--- src/rtl/calc_top.sv ---
// 4-bit calculator: registered operands, signed 9-bit ALU result, and a
// 3-digit multiplexed common-anode seven-segment decimal display.
module calc_top #(
  parameter int REFRESH_DIV = 16
) (
  input  logic       clk,
  input  logic       rst,
  input  logic [3:0] a,
  input  logic [3:0] b,
  input  logic [2:0] op,
  output logic [6:0] out,
  output logic [2:0] invAn
);

  localparam int CW = (REFRESH_DIV > 2) ? $clog2(REFRESH_DIV) : 1;
  localparam logic [CW-1:0] CNT_LAST = CW'(REFRESH_DIV - 1);

  localparam logic [6:0] SEG_BLANK = 7'b1111111;
  localparam logic [6:0] SEG_MINUS = 7'b0111111;
  localparam logic [6:0] SEG_E     = 7'b0000110;
  localparam logic [6:0] SEG_R     = 7'b0101111;

  localparam logic [2:0] OP_ADD = 3'd0;
  localparam logic [2:0] OP_SUB = 3'd1;
  localparam logic [2:0] OP_MUL = 3'd2;
  localparam logic [2:0] OP_DIV = 3'd3;
  localparam logic [2:0] OP_MOD = 3'd4;
  localparam logic [2:0] OP_AND = 3'd5;
  localparam logic [2:0] OP_OR  = 3'd6;
  localparam logic [2:0] OP_XOR = 3'd7;

  function automatic logic [6:0] seg7(input logic [3:0] d);
    logic [6:0] s;
    case (d)
      4'd0:    s = 7'b1000000;
      4'd1:    s = 7'b1111001;
      4'd2:    s = 7'b0100100;
      4'd3:    s = 7'b0110000;
      4'd4:    s = 7'b0011001;
      4'd5:    s = 7'b0010010;
      4'd6:    s = 7'b0000010;
      4'd7:    s = 7'b1111000;
      4'd8:    s = 7'b0000000;
      4'd9:    s = 7'b0010000;
      default: s = SEG_BLANK;
    endcase
    return s;
  endfunction

  logic [3:0]        a_r;
  logic [3:0]        b_r;
  logic [2:0]        op_r;
  logic signed [8:0] res_n;
  logic              err_n;
  logic signed [8:0] res_r;
  logic              err_r;
  logic [CW-1:0]     cnt;
  logic [1:0]        idx;

  always_ff @(posedge clk or posedge rst) begin
    if (rst) begin
      a_r  <= 4'd0;
      b_r  <= 4'd0;
      op_r <= 3'd0;
    end else begin
      a_r  <= a;
      b_r  <= b;
      op_r <= op;
    end
  end

  always_comb begin
    res_n = 9'sd0;
    err_n = 1'b0;
    case (op_r)
      OP_ADD: res_n = $signed({5'd0, a_r} + {5'd0, b_r});
      OP_SUB: res_n = $signed({5'd0, a_r} - {5'd0, b_r});
      OP_MUL: res_n = $signed({1'b0, {4'd0, a_r} * {4'd0, b_r}});
      OP_DIV: begin
        if (b_r == 4'd0) err_n = 1'b1;
        else             res_n = $signed({5'd0, a_r / b_r});
      end
      OP_MOD: begin
        if (b_r == 4'd0) err_n = 1'b1;
        else             res_n = $signed({5'd0, a_r % b_r});
      end
      OP_AND: res_n = $signed({5'd0, a_r & b_r});
      OP_OR:  res_n = $signed({5'd0, a_r | b_r});
      OP_XOR: res_n = $signed({5'd0, a_r ^ b_r});
      default: res_n = 9'sd0;
    endcase
  end

  always_ff @(posedge clk or posedge rst) begin
    if (rst) begin
      res_r <= 9'sd0;
      err_r <= 1'b0;
    end else begin
      res_r <= res_n;
      err_r <= err_n;
    end
  end

  // Decimal split of the magnitude (at most 225, so hundreds is 0..2).
  logic       neg;
  logic [7:0] mag;
  logic [7:0] rem;
  logic [3:0] hund;
  logic [3:0] tens;
  logic [3:0] units;
  logic [6:0] d2;
  logic [6:0] d1;
  logic [6:0] d0;

  always_comb begin
    neg = res_r[8];
    mag = neg ? 8'(-res_r) : res_r[7:0];
    if (mag >= 8'd200) begin
      hund = 4'd2;
      rem  = mag - 8'd200;
    end else if (mag >= 8'd100) begin
      hund = 4'd1;
      rem  = mag - 8'd100;
    end else begin
      hund = 4'd0;
      rem  = mag;
    end
    tens  = 4'(rem / 8'd10);
    units = 4'(rem % 8'd10);

    if (err_r) begin
      d2 = SEG_E;
      d1 = SEG_R;
      d0 = SEG_R;
    end else if (neg) begin
      d2 = SEG_MINUS;
      d1 = (mag < 8'd10) ? SEG_BLANK : seg7(tens);
      d0 = seg7(units);
    end else begin
      d2 = (hund == 4'd0) ? SEG_BLANK : seg7(hund);
      d1 = (hund == 4'd0 && tens == 4'd0) ? SEG_BLANK : seg7(tens);
      d0 = seg7(units);
    end
  end

  always_ff @(posedge clk or posedge rst) begin
    if (rst) begin
      cnt <= '0;
      idx <= 2'd0;
    end else if (cnt == CNT_LAST) begin
      cnt <= '0;
      idx <= (idx == 2'd2) ? 2'd0 : idx + 2'd1;
    end else begin
      cnt <= cnt + 1'b1;
    end
  end

  // Segment and anode are registered together so they always switch on the same edge.
  always_ff @(posedge clk or posedge rst) begin
    if (rst) begin
      out   <= SEG_BLANK;
      invAn <= 3'b111;
    end else begin
      case (idx)
        2'd0: begin
          out   <= d0;
          invAn <= 3'b110;
        end
        2'd1: begin
          out   <= d1;
          invAn <= 3'b101;
        end
        2'd2: begin
          out   <= d2;
          invAn <= 3'b011;
        end
        default: begin
          out   <= SEG_BLANK;
          invAn <= 3'b111;
        end
      endcase
    end
  end

endmodule

--- config.mk ---
export PLATFORM = sky130hd
export DESIGN_NAME = calc_top
export DESIGN_NICKNAME = d
export VERILOG_FILES = /design/src/rtl/calc_top.sv
export SDC_FILE = /design/constraint.sdc
export NUM_CORES = 1
export LEC_CHECK = 0
export BUFFER_PORTS_ARGS = -buffer_cell sky130_fd_sc_hd__clkbuf_2
export CAP_MARGIN = 20
export CELL_PAD_IN_SITES_DETAIL_PLACEMENT = 2
export CELL_PAD_IN_SITES_GLOBAL_PLACEMENT = 2
export CORE_ASPECT_RATIO = 1.2
export CORE_MARGIN = 4
export CORE_UTILIZATION = 40
export DETAILED_ROUTE_END_ITERATION = 8
export GPL_TIMING_DRIVEN = 0
export PLACE_DENSITY_LB_ADDON = 0.1
export RECOVER_POWER = 25
export REMOVE_ABC_BUFFERS = 1
export SLEW_MARGIN = 20
export SYNTH_ARGS = -nofsm -noshare
export SYNTH_HDL_FRONTEND = slang
export SYNTH_SLANG_ARGS = --single-unit
--- constraint.sdc ---
create_clock -name clk -period 9.2 [get_ports clk]
set_clock_uncertainty 0.15 [all_clocks]
set_input_delay 1.84 -clock clk [delete_from_list [all_inputs] [get_ports clk]]
set_output_delay 1.84 -clock clk [all_outputs]
set_load 0.02 [all_outputs]
# Word level (Yosys, flattened, before mapping)
# Memory sizes are Yosys's and may differ from the RTL's.
# Cells that the tools add are included.
dict set report word_totals {
  n_memories 5
  mem_bits_ro 560
  word_cells 72
  regBits 37
  out_inout_bits 10
  in_bits 13
}
dict set report op_classes {
  eq_ne 10
  addsub 7
  n_lt_le_gt_ge 3
  n_mul 1
  div 4
  n_mux 23
  n_reduce_logical 7
  bitwise_logic 3
}
# name depth width rd rd_clocked_by_memory_dff wr line_no
set memory_table {}
lappend memory_table {{(no name shown)} 16 7 1 0 0 34} ;# case (d)
lappend memory_table {{(no name shown)} 16 7 1 0 0 34}
lappend memory_table {{(no name shown)} 16 7 1 0 0 34}
lappend memory_table {{(no name shown)} 16 7 1 0 0 34}
lappend memory_table {{(no name shown)} 16 7 1 0 0 34}
# op count
set ops {}
lappend ops {{case mux 9 bit (8 select lines)} 1}
lappend ops {{2-to-1 mux 7 bit} 9}
lappend ops {{2-to-1 mux 8 bit} 3}
lappend ops {{case mux 7 bit (3 select lines)} 1}
lappend ops {{== test 3 bit, second input constant} 4}
lappend ops {{logical NOT 4 bit} 3}
lappend ops {{2-to-1 mux 4 bit} 3}
lappend ops {{case mux 3 bit (3 select lines)} 1}
lappend ops {{divider 8 x 4 -> 8 bit, second input constant} 1}
lappend ops {{>= comparator 8 x 7 -> 1 bit, second input constant} 1}
lappend ops {{>= comparator 8 bit, second input constant} 1}
lappend ops {{less-than comparator 8 x 4 -> 1 bit, second input constant} 1}
lappend ops {{modulo 8 x 4 -> 8 bit, second input constant} 1}
lappend ops {{multiplier 4 x 4 -> 8 bit} 1}
lappend ops {{negation 8 bit} 1}
lappend ops {{subtractor 8 x 7 -> 8 bit, second input constant} 1}
lappend ops {{subtractor 8 bit, second input constant} 1}
lappend ops {{== test 3 x 2 -> 1 bit, second input constant} 2}
lappend ops {{adder 4 x 4 -> 5 bit} 1}
lappend ops {{subtractor 4 x 4 -> 5 bit} 1}
lappend ops {{adder 4 x 1 -> 4 bit, second input constant} 1}
lappend ops {{AND 4 bit} 1}
lappend ops {{divider 4 x 4 -> 4 bit} 1}
lappend ops {{== test 4 bit, second input constant} 1}
lappend ops {{13 further kinds} 16}

# Longest topological paths before layout
# Gate-level depths: netlist (run 1).
dict set report logic_depth {
  word_depth 12
  ltp_mapped 28
  mapped_depth_nobuf 24
}

# Least setup slack after synthesis (run 1)
# Ideal clock, no wire load.
dict set report synth_path {
  kind {reg-to-reg}
  from {register res_r[0]}
  to {register out[0]}
  period_less_slack_ns 5.199
  arrival_ns 4.964
  setup_ns 0.085
  slack_ns 4.001
  t_required_ns 8.965
  path_stages_with_launch 28
  cell_sequence {dfrtp_1 buf_2 inv_1 ha_1 buf_4 nand2b_1 xnor2_1 inv_1 ha_1 inv_1 a2111o_1 or3_1 a41oi_1 buf_2 buf_1 o21ai_0 a21oi_1 nor2_1 o41ai_1 nand2_1 inv_1 ha_1 nand3_1 nor2_1 o22ai_1 nand2_1 a21oi_1 o221ai_1}
}
dict set report synth_between {
  elab_chain_len 12
  elab_cells_between_ends 31
  cone_classes {add/sub (3); div (2); order compare (3); mux (15); reduce/logical (3); memory (5)}
}
# element line_no
set synth_lines {}
lappend synth_lines {{start: declaration} 55} ;# logic signed [8:0] res_r;
lappend synth_lines {{start signal: assignment} 99} ;# res_r <= res_n;
lappend synth_lines {{negation 8 bit} 117} ;# mag = neg ? 8'(-res_r) : res_r[7:0];
lappend synth_lines {{2-to-1 mux 8 bit (*)} 117}
lappend synth_lines {{parallel branches: the longest is 9 deep, another holds subtractor 8 x 7 -> 8 bit} -}
lappend synth_lines {{case mux 7 bit (3 select lines) (*)} 164} ;# case (idx)
lappend synth_lines {{end signal: assignment} 161} ;# out <= SEG_BLANK;
lappend synth_lines {{end signal: assignment} 166} ;# out <= d0;
lappend synth_lines {{end signal: assignment} 170} ;# out <= d1;
lappend synth_lines {{end: declaration} 11} ;# output logic [6:0] out,
# Every way passes the cells marked *.
# A chain may end at the register's enable or synchronous reset.

# Worst setup path in the final report (run 1)
dict set report layout_path {
  from {register res_r[0]}
  to {register out[4]}
}
# Same word-level chain as after synthesis.

==> metrics list, run 1 <==
* Result of the run: completed
* Latest clock arrival within the worst-skew pair: 0.29 ns
- The initial utilization of the core area, before any placement, comes to 41.4%.
- The H-tree was split into 2 levels.
* Comb power frac: 63.6%
- The number of global-route vias before repair was 4985.
- Count of distinct cell types in the synthesized netlist: 81
- Drt first pass iters: 4
- Counting instances, the worst hold path has a depth of 1.
- Measured against its own limit, the worst slew margin works out to 34.6%.
- RSZ-0062 raised after global routing: false
- For this run, asynchronously set or reset flops after synthesis account for 100%.
* Total negative slack: 0 ns
* Sequential share of the synthesized area: 20.3%
- The share of total power dissipated in the clock network is 16.2%.
- The worst setup path is captured at a flop.
- Total via count in the routed design: 4429
* Die extent in x: 106 um
- Max-slew violation total from the final report: 0
* Switching share of total power: 48.7%
- Across all register-to-register paths, the minimum setup slack is 2.46 ns.
- Maximum number of pins on one net before global-route repair: 38
- Maximum count of clock buffers along a single path: 2
- Average footprint of a synthesized cell: 8.13 um^2
- The cell count after synthesis came out at 570.
- Data arrives at the worst endpoint at 6.78 ns.
- CTS saw 37 sinks.
* Total net switching power: 0.000534 W
- Category of the most critical setup path: reg -> reg
* Flip-flop and latch count after synthesis: 37
* Path class of the lowest-slack min-delay path: reg -> reg
* Final period util: 73.3%
* Fmax: 148 MHz
- Core utilization of the finished layout: 44.7%
- Detailed placement ended at an HPWL of 11.9 mm.
- The number of antenna diodes in the final layout is 0.
* Max-cap violation count: 0
* Number of setup violations in the final report: 0
- Data required time at the worst endpoint: 9.24 ns
- Iter 0 DRT Violations: 145
* Destination of the worst register-to-register timing path: out[4]
* Inserted Clock Buffers: 5
* Number of buffer cells added on primary ports: 22
- Total number of placement rows: 42
* Post-CTS Repair Setup Buffers: 0
- The number of cells on the worst reg-to-reg path is 23.
- Sequential share of power: 20.2%
- Clock-pin slew was measured on the worst setup and hold paths at 0.06 ns.
- In the final routed layout, each cell accounts on average for 20.7 um.
- Leakage dissipation: 2.20 nW
- Final Worst Setup Slack: 2.46 ns
- IR analysis of the VDD net gives a maximum drop of 0.105 mV.
- In this run the clock root is driven by a sky130_fd_sc_hd__clkbuf_16.
* Die Footprint: 13400 um^2
* Count of nets left with antenna violations after detail routing: 0
* Global routing usage summed across all routing layers: 23.4%
- Global routing finished with a remaining overflow of 0.
- Pint: 0.000562 W
- From bottom edge to top edge, the die measures 126 um.
* Antenna violations before repair: 0
- Post-route minimum period: 6.74 ns
- Worst slack, placed: 2.53 ns
* CP Capture Point: out[4]
- The worst setup path is launched from a flop.
- Post-CTS repair changed the size of 0 cells.
* Transition at the pin with the smallest max-transition slack: 0.981 ns
- Clock tree from TritonCTS: yes
- Netlist Area Pre-Place: 4630 um^2
* Vias/cell: 6.08
- Global-route wire length before repair: 25.6 mm
* Hold violation count in the final report: 0
* I/O pin cnt: 23
- Compared with the post-synthesis result, the final layout area differs by 7.91%.
- Total of warnings raised by yosys: 0
- For this design, the CTS-stage hold fixing added 0 buffers.
* Power Density: 219 nW/um^2
- Along the worst path, the maximum fanout reaches 20.
- Of the cells placed in the final design, the portion with a size suffix greater than 1 is 12.2%.
* EDFF count, synth: 0
* Final weighted congestion in routability-driven placement: 0.838
- Prevailing post-synth register cell: sky130_fd_sc_hd__dfrtp_1
* Drt total wl: 15.1 mm
- DRC violation count after routing: 0
- Worst r2r src: res_r[0]
- Core box area: 11200 um^2
- Origin of the worst setup path: res_r[0]
- Final net count: 649
* Hold_ws: 0.343 ns
==> how the worst min path moves through the flow <==
| stage | start | slack (ns) | end |
|---|---|---|---|
| global placement | cnt[0] | 0.31 | cnt[0] |
| detailed placement | cnt[0] | 0.34 | cnt[0] |
| floorplan | cnt[0] | 0.30 | cnt[0] |
| finish | cnt[0] | 0.34 | cnt[0] |
| global route | cnt[0] | 0.39 | cnt[0] |
| CTS | cnt[0] | 0.34 | cnt[0] |
==> cell usage after synthesis, types with 7 or more instances <==
| cell | count | area [um^2] |
|---|---|---|
| sky130_fd_sc_hd__dfstp_2 | 10 | 263 |
| sky130_fd_sc_hd__fa_1 | 7 | 140 |
| sky130_fd_sc_hd__clkbuf_1 | 14 | 52.6 |
| sky130_fd_sc_hd__xor2_1 | 7 | 61.3 |
| sky130_fd_sc_hd__nand3_1 | 14 | 70.1 |
| sky130_fd_sc_hd__inv_1 | 42 | 158 |
| sky130_fd_sc_hd__o21a_1 | 8 | 60.1 |
| sky130_fd_sc_hd__buf_2 | 8 | 40.0 |
| sky130_fd_sc_hd__dfrtp_1 | 27 | 676 |
| sky130_fd_sc_hd__nor3_1 | 19 | 95.1 |
| sky130_fd_sc_hd__o211ai_1 | 10 | 75.1 |
| sky130_fd_sc_hd__a21o_1 | 10 | 75.1 |
| sky130_fd_sc_hd__ha_1 | 56 | 701 |
| sky130_fd_sc_hd__a21oi_1 | 50 | 250 |
| sky130_fd_sc_hd__xnor2_1 | 12 | 105 |
| sky130_fd_sc_hd__o21ai_0 | 27 | 135 |
| sky130_fd_sc_hd__nand2_1 | 50 | 188 |
| sky130_fd_sc_hd__a31oi_1 | 7 | 43.8 |
| sky130_fd_sc_hd__mux2i_1 | 11 | 110 |
| sky130_fd_sc_hd__nor2_1 | 42 | 158 |
| sky130_fd_sc_hd__nor4_1 | 12 | 75.1 |
==> area by class of cell <==
class,count,area (um^2)
Multi-Input combinational cell,462,3420
Fill cell,1327,6190
Clock inverter,2,13.8
Tap cell,154,193
Inverter,43,161
Sequential cell,37,938
Timing Repair Buffer,24,133
Clock buffer,6,139
==> stage by stage <==
stage | total power, W | cell area [um^2] | cells
floorplan | 0.000723 | 4500 | 542
global placement | 0.000880 | 4800 | 718
detailed placement | 0.000920 | 4840 | 720
CTS | 0.00111 | 4990 | 728
global route | 0.00119 | 5000 | 728
finish | 0.00110 | 5000 | 728
==> cell usage in the layout, fill, tap and decap left out, types with 7 or more instances in the layout <==
master and count:
sky130_fd_sc_hd__a21o_1 10, sky130_fd_sc_hd__a21oi_1 50, sky130_fd_sc_hd__a31oi_1 7, sky130_fd_sc_hd__clkbuf_2 22, sky130_fd_sc_hd__dfrtp_1 27, sky130_fd_sc_hd__dfstp_2 10
sky130_fd_sc_hd__fa_1 7, sky130_fd_sc_hd__ha_1 56, sky130_fd_sc_hd__inv_1 41, sky130_fd_sc_hd__mux2i_1 11, sky130_fd_sc_hd__nand2_1 50, sky130_fd_sc_hd__nand3_1 14
sky130_fd_sc_hd__nor2_1 41, sky130_fd_sc_hd__nor3_1 18, sky130_fd_sc_hd__nor4_1 12, sky130_fd_sc_hd__o211ai_1 10, sky130_fd_sc_hd__o21a_1 8, sky130_fd_sc_hd__o21ai_0 27
sky130_fd_sc_hd__xnor2_1 11, sky130_fd_sc_hd__xor2_1 7
==> cell families after synthesis <==
logic type,after synthesis,synth area share (%)
adder cells (fa/ha/maj),65,18.6
AO/OA/AOI/OAI,180,28.0
buffers and inverters,71,6.37
flip-flops,37,20.3
AND/OR/NAND/NOR,181,19.4
multiplexers,17,3.84
XOR/XNOR,19,3.59
==> sequential cells by signal, summed over array words and instances, names as in the netlist <==
register	flops
res_r	9
a_r	4
b_r	4
cnt	4
out	7
invAn	3
err_r	1
idx	2
op_r	3
==> critical path: stages, from the launching register on <==
cell                       delay (ns)
sky130_fd_sc_hd__dfrtp_1         0.64
sky130_fd_sc_hd__inv_1           0.27
sky130_fd_sc_hd__ha_1            0.39
sky130_fd_sc_hd__nand2b_1        0.21
sky130_fd_sc_hd__xnor2_1         0.51
sky130_fd_sc_hd__inv_1           0.28
sky130_fd_sc_hd__ha_1            0.27
sky130_fd_sc_hd__inv_1           0.06
sky130_fd_sc_hd__a2111o_1        0.21
sky130_fd_sc_hd__a21boi_0        0.34
sky130_fd_sc_hd__o32ai_1         0.23
sky130_fd_sc_hd__nor2_2          0.70
sky130_fd_sc_hd__nor2_1          0.25
sky130_fd_sc_hd__o21a_1          0.26
sky130_fd_sc_hd__o21ai_0         0.22
sky130_fd_sc_hd__nand2_1         0.19
sky130_fd_sc_hd__o21a_1          0.21
sky130_fd_sc_hd__o21ai_0         0.19
sky130_fd_sc_hd__o31ai_1         0.17
sky130_fd_sc_hd__ha_1            0.26
sky130_fd_sc_hd__nor2_1          0.11
sky130_fd_sc_hd__mux2i_1         0.08
sky130_fd_sc_hd__and4_1          0.22
sky130_fd_sc_hd__o31ai_2         0.23
==> routing by layer <==
metal	share of wire, %	global-route usage [%]	wire, um
met5	0	0	0
met4	2.2	7.16	338
met3	1.3	1.69	189
met2	56	45.7	8440
met1	40	26.7	6090
==> power by group through the flow <==
| stage | clock network, W | logic (W) | registers, W |
|---|---|---|---|
| after global placement | 0 | 0.000658 | 0.000222 |
| final | 0.000177 | 0.000697 | 0.000221 |
| after CTS | 0.000184 | 0.000701 | 0.000222 |
| after global routing | 0.000190 | 0.000779 | 0.000225 |
| after floorplan | 0 | 0.000489 | 0.000234 |
| after detailed placement | 0 | 0.000695 | 0.000225 |
Power figures use the tool's default switching activity.
==> inputs of run 2 (changes only) <==
--- a/config.mk
+++ b/config.mk
@@ -11,7 +11,7 @@
 export CELL_PAD_IN_SITES_GLOBAL_PLACEMENT = 2
 export CORE_ASPECT_RATIO = 1.2
 export CORE_MARGIN = 4
-export CORE_UTILIZATION = 40
+export CORE_UTILIZATION = 39
 export DETAILED_ROUTE_END_ITERATION = 8
 export GPL_TIMING_DRIVEN = 0
 export PLACE_DENSITY_LB_ADDON = 0.1
==> constraint.sdc (replaced) <==
create_clock -name clk -period 6.94 [get_ports clk]
set_clock_uncertainty 0.15 [all_clocks]
set_input_delay 1.388 -clock clk [delete_from_list [all_inputs] [get_ports clk]]
set_output_delay 1.388 -clock clk [all_outputs]
set_load 0.02 [all_outputs]
==> run 2 against run 1 <==
Effect of this change:
- worst setup slack worse by 1.9 ns
- final cell count up 1.1%
- worst hold slack better by 0.027 ns
- core utilization down 0.74 points
- sequential share of layout area down 0.30 points
- clock power up 55%
- cell area up 1.6%
==> metrics list, run 2 (synthesis gave the netlist of run 1 again) <==
* Power Density: 297 nW/um^2
- The number of antenna violations at the first check in global routing is 0.
* CP startpoint kind: flop
* Commonest non-fill, non-tap cells in the layout: sky130_fd_sc_hd__ha_1 (56), sky130_fd_sc_hd__nand2_1 (50), sky130_fd_sc_hd__a21oi_1 (50), sky130_fd_sc_hd__inv_1 (41), sky130_fd_sc_hd__nor2_1 (41)
* Core box area: 11600 um^2
- After detailed routing, the number of remaining DRC violations is 0.
- After layout, the minimum clock period comes to 6.34 ns.
- Clock network fraction of total power: 18.2%
- On the worst path, the slowest cell contributes a delay of 0.63 ns.
- The initial utilization of the core area, before any placement, comes to 40.0%.
* Grt ovf: 0
- Global routing usage summed across all routing layers: 22.7%
- Die boundary height: 127 um
- Via count of the first global-routing pass: 4860
- Minimum setup slack among reg-to-reg paths: 0.60 ns
- The initialized floorplan defines 43 standard-cell rows.
* Category of the most critical setup path: reg -> reg
- The first TritonRoute pass finished after 6 iterations.
* Comb power frac: 62.4%
- Maximum number of pins on one net before global-route repair: 38
* Pint: 0.000797 W
* I/O pin cnt: 23
* Maximum fanout along the worst path: 20
- Root buf cell: sky130_fd_sc_hd__clkbuf_16
- Max-cap violation count: 0
- From synthesis to final layout, the design area changed by 9.67%.
- STA puts the critical path data arrival time at 6.38 ns.
- Setup repair after global routing left no endpoint under its margin.
- Latest clock arrival within the worst-skew pair: 0.29 ns
- Routability-driven placement finished with a final weighted congestion of 0.841.
* Sum of internal, switching and leakage power: 0.00151 W
- Total net switching power: 0.000715 W
* Number of setup violations in the final report: 0
- Clock tree from TritonCTS: yes
- Number of sinks handled by clock tree synthesis: 37
* Post-detailed-placement half-perimeter wirelength: 11.7 mm
- Fmax: 158 MHz
- The worst setup path is captured at a flop.
- After layout, the worst path uses 91.4% of the clock period.
* Data required time at the worst endpoint: 6.98 ns
- The repair_antennas step left the layout with diodes totalling 0.
- For the worst flop-to-flop path, the logic depth is 23.
- Max-slew headroom at the worst pin: 35.3%
- Share of post-route cells with drive strength above 1: 13.1%
- Max-slew violation total from the final report: 0
- Leaving out fill and tap cells, the most frequent cell in the layout is sky130_fd_sc_hd__ha_1.
- The worst-case IR drop observed on VDD is 0.119 mV.
- The path class of the tightest hold or removal check is reg -> reg.
* Hold path depth: 1
* Global-route wire length before repair: 25.2 mm
- In the routed layout, each cell is associated on average with a via count of 6.04.
* Max reg flops: 9
- Register with the highest flop count: res_r
* Number of buffer cells added on primary ports: 22
* Switching share of total power: 47.3%
* Highest-delay cell along the critical path: sky130_fd_sc_hd__dfrtp_1
- Wire length per cell after detailed routing: 20.6 um
* Drt total wl: 15.1 mm
- The floorplan step defined a die boundary enclosing 13700 um^2.
* Inserted Clock Buffers: 5
* Iter 0 DRT Violations: 157
- Hold violation count in the final report: 0
* Leakage dissipation: 2.25 nW
* Largest registers: res_r (9), out (7)
- Total via count in the routed design: 4449
* Transition at the pin with the smallest max-transition slack: 0.943 ns
- Number of levels the H-tree was split into: 2
- Maximum count of clock buffers along a single path: 2
* Crit path cell chain: inv_1 -> ha_1 -> nand2b_1 -> xnor2_2 -> inv_1 -> ha_1 -> inv_1 -> a2111o_1 -> a21boi_0 -> o32ai_1 -> nor2_4 -> nor2_1 -> o21a_1 -> o21ai_0 -> nand2_1 -> o21a_1 -> o21ai_0 -> o31ai_1 -> ha_1 -> nor2_1 -> mux2i_1 -> and4_1 -> o31ai_2
* Result of the run: completed
- Total negative slack: 0 ns
* Sequential share of power: 19.4%
* Die extent in x: 107 um
- The count of nets left with antenna violations once routing finished came out at 0.
* Clock-pin transition on the worst setup and hold timing paths: 0.06 ns
* Final net count: 654
run 2: final cells by class:
cell class | instances | area, um^2
fillers | 1312 | 6490
clock inverters | 1 | 8.76
repair buffers | 29 | 166
flip-flops and latches | 37 | 938
multi-input cells | 462 | 3430
clock buffers | 7 | 175
well taps | 157 | 196
inverters | 43 | 161
run 2: critical path: cells and delay by family (launching register included):
family	cells	cell delay [ns]
compound gates	9	2.13
xor+xnor	1	0.36
fa+ha+maj	3	0.89
buf+inv	3	0.57
flops	1	0.63
mux	1	0.08
simple gates	6	1.40
run 2: path summary, 6_finish.rpt:
kind | startpoint | endpoint
min reg2reg | cnt[0] | cnt[0]
max reg2reg | res_r[0] | out[4]
min in group asynchronous | rst | op_r[0]
min | cnt[0] | cnt[0]
max | res_r[0] | out[4]
max in group asynchronous | rst | res_r[7]
run 2: through the flow:
| stage | setup slack [ns] | hold slack [ns] | utilization [%] | instance area [um^2] | instances |
|---|---|---|---|---|---|
| finish | 0.598 | 0.370 | 43.9 | 5080 | 736 |
| global route | 0.00331 | 0.386 | 43.9 | 5080 | 736 |
| CTS | 0.0706 | 0.367 | 43.4 | 5020 | 731 |
| detailed placement | 0.107 | 0.335 | 41.8 | 4840 | 723 |
| global placement | -0.308 | 0.323 | 41.5 | 4800 | 721 |
| floorplan | 1.23 | 0.299 | - | 4500 | 542 |
run 2: power groups by stage:
stage	clock network, W	logic [W]	registers [W]
global route	0.000291	0.00105	0.000300
CTS	0.000281	0.000927	0.000294
global placement	0	0.000874	0.000295
finish	0.000275	0.000943	0.000294
floorplan	0	0.000648	0.000311
detailed placement	0	0.000917	0.000298
run 2: what timing repair did:
item	in CTS	in global routing
resized for setup	0	2
endpoints found under the setup margin	0	7
endpoints found under the hold margin	0	0
buffers inserted	0	5
hold buffers	0	0
run 2: per-layer routing:
layer  track usage (%)  vias up  share of wire, %
li1                  -     2102                 -
met1              25.8     2251                40
met2              43.4       64                55
met3              1.87       32               1.5
met4              8.69        0               3.2
met5                 0        -                 0
